[config.mk]
export PLATFORM = sky130hd
export DESIGN_NAME = ssd_multiplex_ctrl
export DESIGN_NICKNAME = d
export VERILOG_FILES = /design/src/rtl/ssd_multiplex_ctrl.sv
export SDC_FILE = /design/constraint.sdc
export NUM_CORES = 1
export LEC_CHECK = 0
export BUFFER_PORTS_ARGS = -buffer_cell sky130_fd_sc_hd__buf_2
export CORE_ASPECT_RATIO = 0.9
export CORE_UTILIZATION = 35
export DETAILED_ROUTE_END_ITERATION = 10
export MAX_ROUTING_LAYER = met4
export PLACE_DENSITY_LB_ADDON = 0.2
export SLEW_MARGIN = 30
export SYNTH_ARGS = -nofsm -noshare
export SYNTH_HDL_FRONTEND = slang
export SYNTH_SLANG_ARGS = --single-unit
[constraint.sdc]
create_clock -name ClkPort -period 7.5 [get_ports ClkPort]
set_input_delay 1.125 -clock ClkPort [delete_from_list [all_inputs] [get_ports ClkPort]]
set_output_delay 1.125 -clock ClkPort [all_outputs]
set_load 0.1 [all_outputs]
[src/rtl/ssd_multiplex_ctrl.sv]
// ssd_multiplex_ctrl: latches a binary value through a load/busy handshake,
// optionally converts it to BCD with a sequential double-dabble engine, and
// time-multiplexes NUM_DIGITS digits onto shared active-low anodes/cathodes.
// Supports per-digit decimal points, leading-zero blanking and an overflow
// indication (dashes) for decimal values that do not fit.
// Optional build macro SSD_BRIGHTNESS_EN adds a 4-bit brightness input that
// PWM-dims the selected anode inside each digit slot.
module ssd_multiplex_ctrl #(
    parameter int NUM_DIGITS    = 8,
    parameter int SCAN_DIV_BITS = 17,
    parameter int DATA_W        = 4 * NUM_DIGITS
) (
    input  logic                  ClkPort,
    input  logic                  Reset,
    input  logic                  load,
    input  logic [DATA_W-1:0]     value,
    input  logic                  mode,
    input  logic [NUM_DIGITS-1:0] dp_mask,
    input  logic                  blank_lz,
`ifdef SSD_BRIGHTNESS_EN
    input  logic [3:0]            brightness,
`endif
    output logic                  busy,
    output logic                  overflow,
    output logic [NUM_DIGITS-1:0] an,
    output logic [7:0]            cathodes
);

    localparam int BCD_W = 4 * NUM_DIGITS;
    localparam int IDX_W = (NUM_DIGITS > 1) ? $clog2(NUM_DIGITS) : 1;
    localparam int CNT_W = $clog2(DATA_W + 1);

    typedef enum logic [1:0] {IDLE, CONV, COMMIT} state_t;

    state_t                   state_reg, state_next;
    logic [DATA_W-1:0]        shift_reg;
    logic [BCD_W-1:0]         bcd_reg;
    logic [BCD_W-1:0]         bcd_adj;
    logic                     mode_reg;
    logic                     ovf_reg;
    logic [CNT_W-1:0]         step_cnt_reg;
    logic [BCD_W-1:0]         disp_reg;
    logic                     overflow_reg;

    logic [SCAN_DIV_BITS-1:0] prescaler_reg;
    logic [IDX_W-1:0]         index_reg;
    logic [NUM_DIGITS-1:0]    an_reg, an_next;
    logic [7:0]               cathodes_reg, cathodes_next;

    logic [3:0]               nib [NUM_DIGITS];
    logic [NUM_DIGITS-1:0]    upper_zero;
    logic                     blank_digit;
    logic                     pwm_on;

    // Segment patterns a..g, 0 = segment lit.
    function automatic logic [6:0] seg_decode(input logic [3:0] n);
        case (n)
            4'h0: seg_decode = 7'b0000001;
            4'h1: seg_decode = 7'b1001111;
            4'h2: seg_decode = 7'b0010010;
            4'h3: seg_decode = 7'b0000110;
            4'h4: seg_decode = 7'b1001100;
            4'h5: seg_decode = 7'b0100100;
            4'h6: seg_decode = 7'b0100000;
            4'h7: seg_decode = 7'b0001111;
            4'h8: seg_decode = 7'b0000000;
            4'h9: seg_decode = 7'b0000100;
            4'hA: seg_decode = 7'b0001000;
            4'hB: seg_decode = 7'b1100000;
            4'hC: seg_decode = 7'b0110001;
            4'hD: seg_decode = 7'b1000010;
            4'hE: seg_decode = 7'b0110000;
            default: seg_decode = 7'b0111000;
        endcase
    endfunction

    // Per-nibble views: double-dabble add-3 correction, display nibble split
    // and "this digit and everything above it is zero" chain for blanking.
    generate
        for (genvar gi = 0; gi < NUM_DIGITS; gi++) begin : g_nibble
            assign bcd_adj[4*gi +: 4] = (bcd_reg[4*gi +: 4] >= 4'd5) ?
                                        bcd_reg[4*gi +: 4] + 4'd3 :
                                        bcd_reg[4*gi +: 4];
            assign nib[gi] = disp_reg[4*gi +: 4];
            if (gi == NUM_DIGITS - 1) begin : g_top
                assign upper_zero[gi] = (nib[gi] == 4'd0);
            end else begin : g_chain
                assign upper_zero[gi] = (nib[gi] == 4'd0) && upper_zero[gi+1];
            end
        end
    endgenerate

    // Load FSM state register.
    always_ff @(posedge ClkPort or posedge Reset) begin
        if (Reset) state_reg <= IDLE;
        else       state_reg <= state_next;
    end

    // Load FSM next state: hex goes straight to commit, decimal converts first.
    always_comb begin
        state_next = state_reg;
        case (state_reg)
            IDLE:    if (load) state_next = mode ? CONV : COMMIT;
            CONV:    if (step_cnt_reg == CNT_W'(DATA_W - 1)) state_next = COMMIT;
            COMMIT:  state_next = IDLE;
            default: state_next = IDLE;
        endcase
    end

    assign busy = (state_reg != IDLE);

    // Capture, double-dabble stepping and commit of the display nibbles.
    always_ff @(posedge ClkPort or posedge Reset) begin
        if (Reset) begin
            shift_reg    <= '0;
            bcd_reg      <= '0;
            mode_reg     <= 1'b0;
            ovf_reg      <= 1'b0;
            step_cnt_reg <= '0;
            disp_reg     <= '0;
            overflow_reg <= 1'b0;
        end else if (state_reg == IDLE) begin
            if (load) begin
                shift_reg    <= value;
                mode_reg     <= mode;
                bcd_reg      <= '0;
                ovf_reg      <= 1'b0;
                step_cnt_reg <= '0;
            end
        end else if (state_reg == CONV) begin
            // A 1 leaving the top BCD nibble means the value needs more digits.
            {bcd_reg, shift_reg} <= {bcd_adj[BCD_W-2:0], shift_reg, 1'b0};
            ovf_reg              <= ovf_reg | bcd_adj[BCD_W-1];
            step_cnt_reg         <= step_cnt_reg + CNT_W'(1);
        end else begin
            disp_reg     <= mode_reg ? bcd_reg : BCD_W'(shift_reg);
            overflow_reg <= mode_reg & ovf_reg;
        end
    end

`ifdef SSD_BRIGHTNESS_EN
    assign pwm_on = (prescaler_reg[SCAN_DIV_BITS-1 -: 4] < brightness);
`else
    assign pwm_on = 1'b1;
`endif

    // Blanking is suppressed while overflow dashes are shown; digit 0 always lit.
    assign blank_digit = blank_lz && !overflow_reg && (index_reg != '0) &&
                         upper_zero[index_reg];

    // Anode/cathode pattern for the currently selected digit.
    always_comb begin
        an_next       = '1;
        cathodes_next = 8'hFF;
        if (!blank_digit) begin
            if (pwm_on) an_next = ~(NUM_DIGITS'(1) << index_reg);
            cathodes_next = {overflow_reg ? 7'b1111110 : seg_decode(nib[index_reg]),
                             ~dp_mask[index_reg]};
        end
    end

    // Free-running prescaler, digit index and registered display outputs.
    always_ff @(posedge ClkPort or posedge Reset) begin
        if (Reset) begin
            prescaler_reg <= '0;
            index_reg     <= '0;
            an_reg        <= '1;
            cathodes_reg  <= 8'hFF;
        end else begin
            prescaler_reg <= prescaler_reg + SCAN_DIV_BITS'(1);
            if (&prescaler_reg) begin
                if (index_reg == IDX_W'(NUM_DIGITS - 1)) index_reg <= '0;
                else                                     index_reg <= index_reg + IDX_W'(1);
            end
            an_reg       <= an_next;
            cathodes_reg <= cathodes_next;
        end
    end

    assign overflow = overflow_reg;
    assign an       = an_reg;
    assign cathodes = cathodes_reg;

endmodule

==> results of run 1 <==
## cells by family after synthesis
kind of cell | after synthesis | share of synthesized area [%]
XOR/XNOR | 25 | 2.95
flip-flops | 143 | 48.5
AND/OR/NAND/NOR | 249 | 17.1
buffers and inverters | 71 | 3.83
AO/OA/AOI/OAI | 192 | 14.0
multiplexers | 48 | 8.38
adder cells (fa/ha/maj) | 31 | 5.23
## area by class of cell
cell class | count | area, µm² | share of cell area, %
repair buffers | 69 | 363 | 4.22
flip-flops and latches | 143 | 3600 | 41.9
inverters | 29 | 116 | 1.35
clock buffers | 17 | 425 | 4.94
well taps | 286 | 358 | 4.16
clock inverters | 15 | 188 | 2.18
multi-input cells | 545 | 3550 | 41.2
## metrics by stage
step	setup slack, ns	cells	power (µW)	util (%)
2_1_floorplan	2.56	759	2030	-
3_3_place_gp	4.44	1072	2310	38.4
3_5_place_dp	4.45	1072	2320	38.5
4_1_cts	3.99	1104	3200	41.4
5_1_grt	3.85	1104	3390	41.4
6_report	4.03	1104	3170	41.4
## power groups by stage
stage | Sequential, µW | Combinational [µW] | Clock (µW)
2_1_floorplan | 1270 | 760 | 0
3_3_place_gp | 1290 | 1020 | 0
3_5_place_dp | 1290 | 1030 | 0
4_1_cts | 1280 | 1030 | 889
5_1_grt | 1320 | 1150 | 926
6_report | 1280 | 1020 | 874
## worst register-to-register path, stage by stage, from the launching register on
cell and delay (ns):
dfrtp_1 0.76, mux4_2 0.60, mux2i_1 0.72, and2b_1 0.29, a22o_1 0.18, o21ai_1 0.13
## Yosys cell counts (all sizes together)
library cell,number
nor4,9
nand4,4
o211a,1
and4,1
or3,1
a221o,1
and3b,31
a2111oi,1
o2111ai,1
nand2,86
dfstp,16
and4b,1
nor2b,4
and2b,1
or2,2
o311ai,2
nor2,55
inv,29
xor2,9
xnor2,16
mux2i,38
o31ai,4
and3,2
o21ai,83
o21bai,1
dfrtp,127
nor3b,6
mux4,10
buf,10
a22o,4
clkbuf,32
or3b,1
a21oi,87
nor3,8
ha,31
o22a,1
o211ai,4
nand3,22
nand3b,2
a211oi,2
nand2b,13
## per-layer routing
layer / up-vias / GRT usage (%) / part of all wire [%]
met2: 93 / 24.1 / 44
met4: 0 / 4.02 / 0.57
li1: 2743 / - / -
met3: 7 / 4.02 / 4.1
met1: 2651 / 24.7 / 52
met5: - / - / 0
## final timing paths
kind | from | end | slack, ns | depth (start not counted)
setup / recovery | state_reg[1] | busy | 4.03 | 3
setup reg to reg | index_reg[1] | cathodes[7] | 4.75 | 5
min in group asynchronous | Reset | index_reg[2] | 0.83 | 2
hold reg to reg | prescaler_reg[15] | prescaler_reg[15] | 0.46 | 1
hold / removal | prescaler_reg[15] | prescaler_reg[15] | 0.46 | 1
max in group asynchronous | Reset | mode_reg | 5.58 | 3
==> results.json, run 1 <==
{
  "hold_path.class": "reg -> reg",
  "critPathBufInv": 2,
  "vias": 5494,
  "ys_seq_elements": 143,
  "track_usage_pct": 17.1,
  "cp-end-kind": "primary output",
  "post_cts_buffers": 0,
  "crit_slowest_cell": "buf_4",
  "wl_per_cell_um": 15.2,
  "drv_cap": 0,
  "synth_area_per_cell_um2": 9.77,
  "yosys_warnings": 0,
  "crit_type": "reg -> out",
  "n_antenna_cell": 0,
  "initial_core_util_pct": 35.7,
  "switching_share_pct": 39.7,
  "holdBufCountCts": 0,
  "p_sw_uw": 1260,
  "netlist_instances": 759,
  "nFillCells": 2051,
  "clk_latency_ns": 0.43,
  "crit_arrival_ns": 2.34,
  "setup_viol": 0,
  "dp_hpwl_mm": 11.4,
  "die_area_um2": 21800,
  "tightest_slew_ns": 0.886,
  "fin_area_um2": 8600,
  "cts_root_buffer": "clkbuf_16",
  "timing.final.crit_share_pct": 46.2,
  "dr.first_iter.drc_count": 271,
  "remaining_drc_errors": 0,
  "synth.top_cell.area_share_pct": 42.8,
  "relSlewSlack_pct": 39.2,
  "power_density_nw_per_um2": 369,
  "first_pass_iters": 4,
  "rsz0062_at_grt": "false",
  "die_h_um": 140,
  "final_common_cell": "dfrtp_1",
  "htreeDepth": 4,
  "skew_ns": 0.0115,
  "max_freq_mhz": 288,
  "power_frac_seq_pct": 40.2,
  "cts_resized": 0,
  "port_buffers": 62,
  "cts_max_path_buffers": 2,
  "clkTransAtPathRegs_ns": 0.06,
  "layout_common_cells": "dfrtp_1 (124), a21oi_1 (87), nand2_1 (86)",
  "ant_nets": 0,
  "crit_family": "buffers and inverters",
  "cp-start-kind": "flip-flop",
  "p_leak_uw": 0.00382,
  "drive_gt1_share_pct": 17.1,
  "placed_area_um2": 7990,
  "syn-cell-area_um2": 7420,
  "cts_tree": "built",
  "numCtsBuffers": 17,
  "crit_path_max_incr_delay_ns": 0.68,
  "worstPathMaxFanout": 84,
  "die_w_um": 155,
  "ys_seq_area_share_pct": 48.5,
  "synthesis.nets": 835,
  "clkPwrFrac_pct": 27.6,
  "viasPerCell": 4.98,
  "ir_drop_v": 0.000201,
  "hold_ws_ns": 0.458,
  "overflow": 0,
  "wl_mm": 16.8,
  "final_max_slew_viol_count": 0,
  "grt_pass1_vias": 5231,
  "crit_required_ns": 6.38,
  "core_um2": 20800,
  "gp_congestion": 0.777,
  "grt_max_degree": 104,
  "yosysTopAreaCell": "dfrtp_1",
  "crit_path_cell_trace": "buf_4, or2_2, buf_2",
  "numClockSinks": 143,
  "fin_crit_ns": 3.47,
  "row_count": 50,
  "fin_tns_setup_ns": 0,
  "synthTopCellsByArea": "dfrtp_1 (43%), a21oi_1 (5.9%), dfstp_2 (5.7%)",
  "antenna_found_initial": 0,
  "nets": 881,
  "io_pins": 63,
  "p_int_uw": 1910,
  "syn2layout_area_growth_pct": 16.0,
  "status": "complete, no violations",
  "timing_hold_violations_final": 0,
  "pwr-share-comb_pct": 32.2,
  "grt_pass1_wl_mm": 28.2,
  "yosysUniqueCellTypes": 50
}
Power figures use the tool's default switching activity.
==> run 2, diff against run 1 <==
Settings changed: ABC_AREA set to 1.
Clock period 7.5 ns to 3.2 ns, I/O delays scaled along.
==> run 2 against run 1 <==
Compared with the run above:
- via count up 11%
- register-to-register slack worse by 3.9 ns
- hold slack worse by 0.24 ns
- highest routed layer unchanged
==> results.json, run 2 <==
{
  "die_w_um": 157,
  "viasPerCell": 4.83,
  "ys_seq_area_share_pct": 47.5,
  "port_buffers": 62,
  "gp_congestion": 0.836,
  "skew_ns": 0.0116,
  "drive_gt1_share_pct": 14.8,
  "overflow": 0,
  "async_flop_share_pct": 100,
  "numClockSinks": 143,
  "grt_pass1_wl_mm": 30.7,
  "core_um2": 21000,
  "startpoint": "state_reg[1]",
  "crit_path_max_incr_delay_ns": 0.52,
  "cp-end-kind": "primary output",
  "relSlewSlack_pct": 44.8,
  "netlist_instances": 912,
  "fin_ws_ns": 0.871,
  "synth-xor-area-share_pct": 2.54,
  "final_max_slew_viol_count": 0,
  "yosys_warnings": 0,
  "critPathBufInv": 3,
  "crit_family": "buffers and inverters",
  "yosysUniqueCellTypes": 39,
  "yosysTopAreaCell": "dfrtp_1",
  "dp_hpwl_mm": 12.3,
  "clk_latency_ns": 0.43,
  "nFillCells": 2140,
  "remaining_drc_errors": 0,
  "synth_area_per_cell_um2": 8.31,
  "cts_tree": "built",
  "status": "complete, no violations",
  "syn-cell-area_um2": 7580,
  "power_density_nw_per_um2": 937,
  "cp-start-kind": "flip-flop",
  "rsz0062_at_grt": "false",
  "post_cts_buffers": 0,
  "io_pins": 63,
  "cts_root_buffer": "clkbuf_16",
  "grt_max_degree": 144,
  "initial_core_util_pct": 36.1,
  "htreeDepth": 4,
  "grt_pass1_vias": 6003,
  "ys_seq_elements": 143,
  "drv_cap": 0,
  "die_h_um": 142,
  "hold_ws_ns": 0.217,
  "wl_mm": 18.2,
  "synth_top_family_by_area": "compound AO/OA/AOI/OAI gates",
  "antenna_found_initial": 0,
  "first_pass_iters": 5,
  "vias": 6092,
  "crit_path_cell_trace": "inv_2, nand2_2, buf_4, buf_12",
  "track_usage_pct": 18.3,
  "fin_tns_setup_ns": 0,
  "crit_arrival_ns": 1.85,
  "final_common_cell": "nand2_1",
  "synth_edf_count": 0,
  "synthTopCellsByCount": "nand2_1 (130), dfrtp_1 (127), o21ai_0 (122)",
  "setup_viol": 0,
  "reg2reg_depth": 9,
  "reg2reg_slack_ns": 0.90,
  "crit_type": "reg -> out",
  "synthesis.nets": 988,
  "synth_adder_area_share_pct": 5.12,
  "crit_slowest_cell": "buf_4",
  "n_antenna_cell": 0,
  "p_leak_uw": 0.00404,
  "yosys.cell_count.top_type": "nand2_1",
  "holdBufCountCts": 0,
  "synth_simple_gate_area_share_pct": 14.9,
  "layout_common_cells": "nand2_1 (130), dfrtp_1 (127), o21ai_0 (122)",
  "r2r_end": "cathodes[0]",
  "numCtsBuffers": 17,
  "clkTransAtPathRegs_ns": 0.06,
  "hold_path.class": "in -> async",
  "timing_hold_violations_final": 0,
  "max_freq_mhz": 429,
  "r2r-start": "index_reg[1]",
  "syn2layout_area_growth_pct": 14.9,
  "synth.top_cell.area_share_pct": 41.9,
  "synth_ff_type": "dfrtp_1",
  "nets": 1037,
  "worstPathMaxFanout": 64,
  "tightest_slew_ns": 0.828,
  "die_area_um2": 22200,
  "row_count": 50,
  "cts_resized": 0,
  "muxShareOfSynthArea_pct": 0,
  "preCtsSetupSlack_ns": 0.903,
  "wl_per_cell_um": 14.4,
  "synth_compound_area_share_pct": 20.6,
  "crit_required_ns": 2.72,
  "fin_crit_ns": 2.33,
  "timing.final.crit_share_pct": 72.8,
  "cts_max_path_buffers": 2,
  "ant_nets": 0,
  "ir_drop_v": 0.000520,
  "dr.first_iter.drc_count": 445,
  "synthTopCellsByArea": "dfrtp_1 (42%), o21ai_0 (8.1%), nand2_1 (6.4%)"
}
==> run 2: changes by cell type after synthesis, sizes merged, moves of 14 or more <==
| cell | before | now |
|---|---|---|
| o22ai | 0 | 18 |
| nand3 | 22 | 64 |
| and3b | 31 | 0 |
| clkbuf | 32 | 18 |
| nand2 | 86 | 133 |
| o21ai | 83 | 179 |
| mux2i | 38 | 0 |
| inv | 29 | 125 |
==> run 2: how the worst max path moves through the flow <==
stage / end / slack (ns) / cells past startpoint
2_1_floorplan: bcd_reg[0] / 0.94 / 1
3_3_place_gp: cathodes[1] / 0.93 / 10
3_5_place_dp: cathodes[0] / 0.90 / 9
4_1_cts: busy / 0.85 / 4
5_1_grt: cathodes[0] / 0.61 / 9
6_report: busy / 0.87 / 4
==> run 2: power by group <==
part           internal [µW]  switching [µW]  leakage, µW
Clock                   1200             782     0.000281
Combinational           1010            2410      0.00195
Sequential              2440             321      0.00181
Total                   4650            3510      0.00404
==> run 2: cell families after synthesis <==
logic type,Yosys count
AOI/OAI and AO/OA,286
adders and majority gates,31
and+or+nand+nor,263
DFF,143
buffers and inverters,167
xor gates and xnor gates,22
==> run 2: area by class of cell <==
cell class / count / area [µm²] / area share, %
Inverter: 126 / 479 / 5.50
Sequential cell: 143 / 3600 / 41.3
Clock buffer: 21 / 470 / 5.40
Multi-Input combinational cell: 602 / 3270 / 37.5
Tap cell: 286 / 358 / 4.11
Timing Repair Buffer: 71 / 418 / 4.80
Clock inverter: 11 / 115 / 1.32
==> run 2: stage by stage <==
step / total power, µW / area (µm²) / utilization [%] / std cells
floorplan: 5460 / 7580 / - / 912
global placement: 6210 / 8120 / 38.6 / 1228
detailed placement: 6230 / 8120 / 38.6 / 1228
CTS: 8250 / 8710 / 41.4 / 1260
global route: 8860 / 8710 / 41.4 / 1260
finish: 8160 / 8710 / 41.4 / 1260
==> run 2: layer usage <==
layer | wire, µm | GRT usage [%] | vias to the layer above
li1 | - | - | 3110
met1 | 9090 | 24.6 | 2878
met2 | 8280 | 27.6 | 90
met3 | 609 | 3.73 | 14
met4 | 192 | 5.72 | 0
met5 | 0 | - | -
==> run 2: worst register-to-register path, cell delays in order (launching register included) <==
cell	delay [ns]
dfrtp_1	0.69
inv_1	0.37
ha_1	0.30
nand2_1	0.10
nand2_1	0.08
nor2_1	0.09
nand3_1	0.07
nor2_1	0.17
nand2_1	0.22
nand4_1	0.15
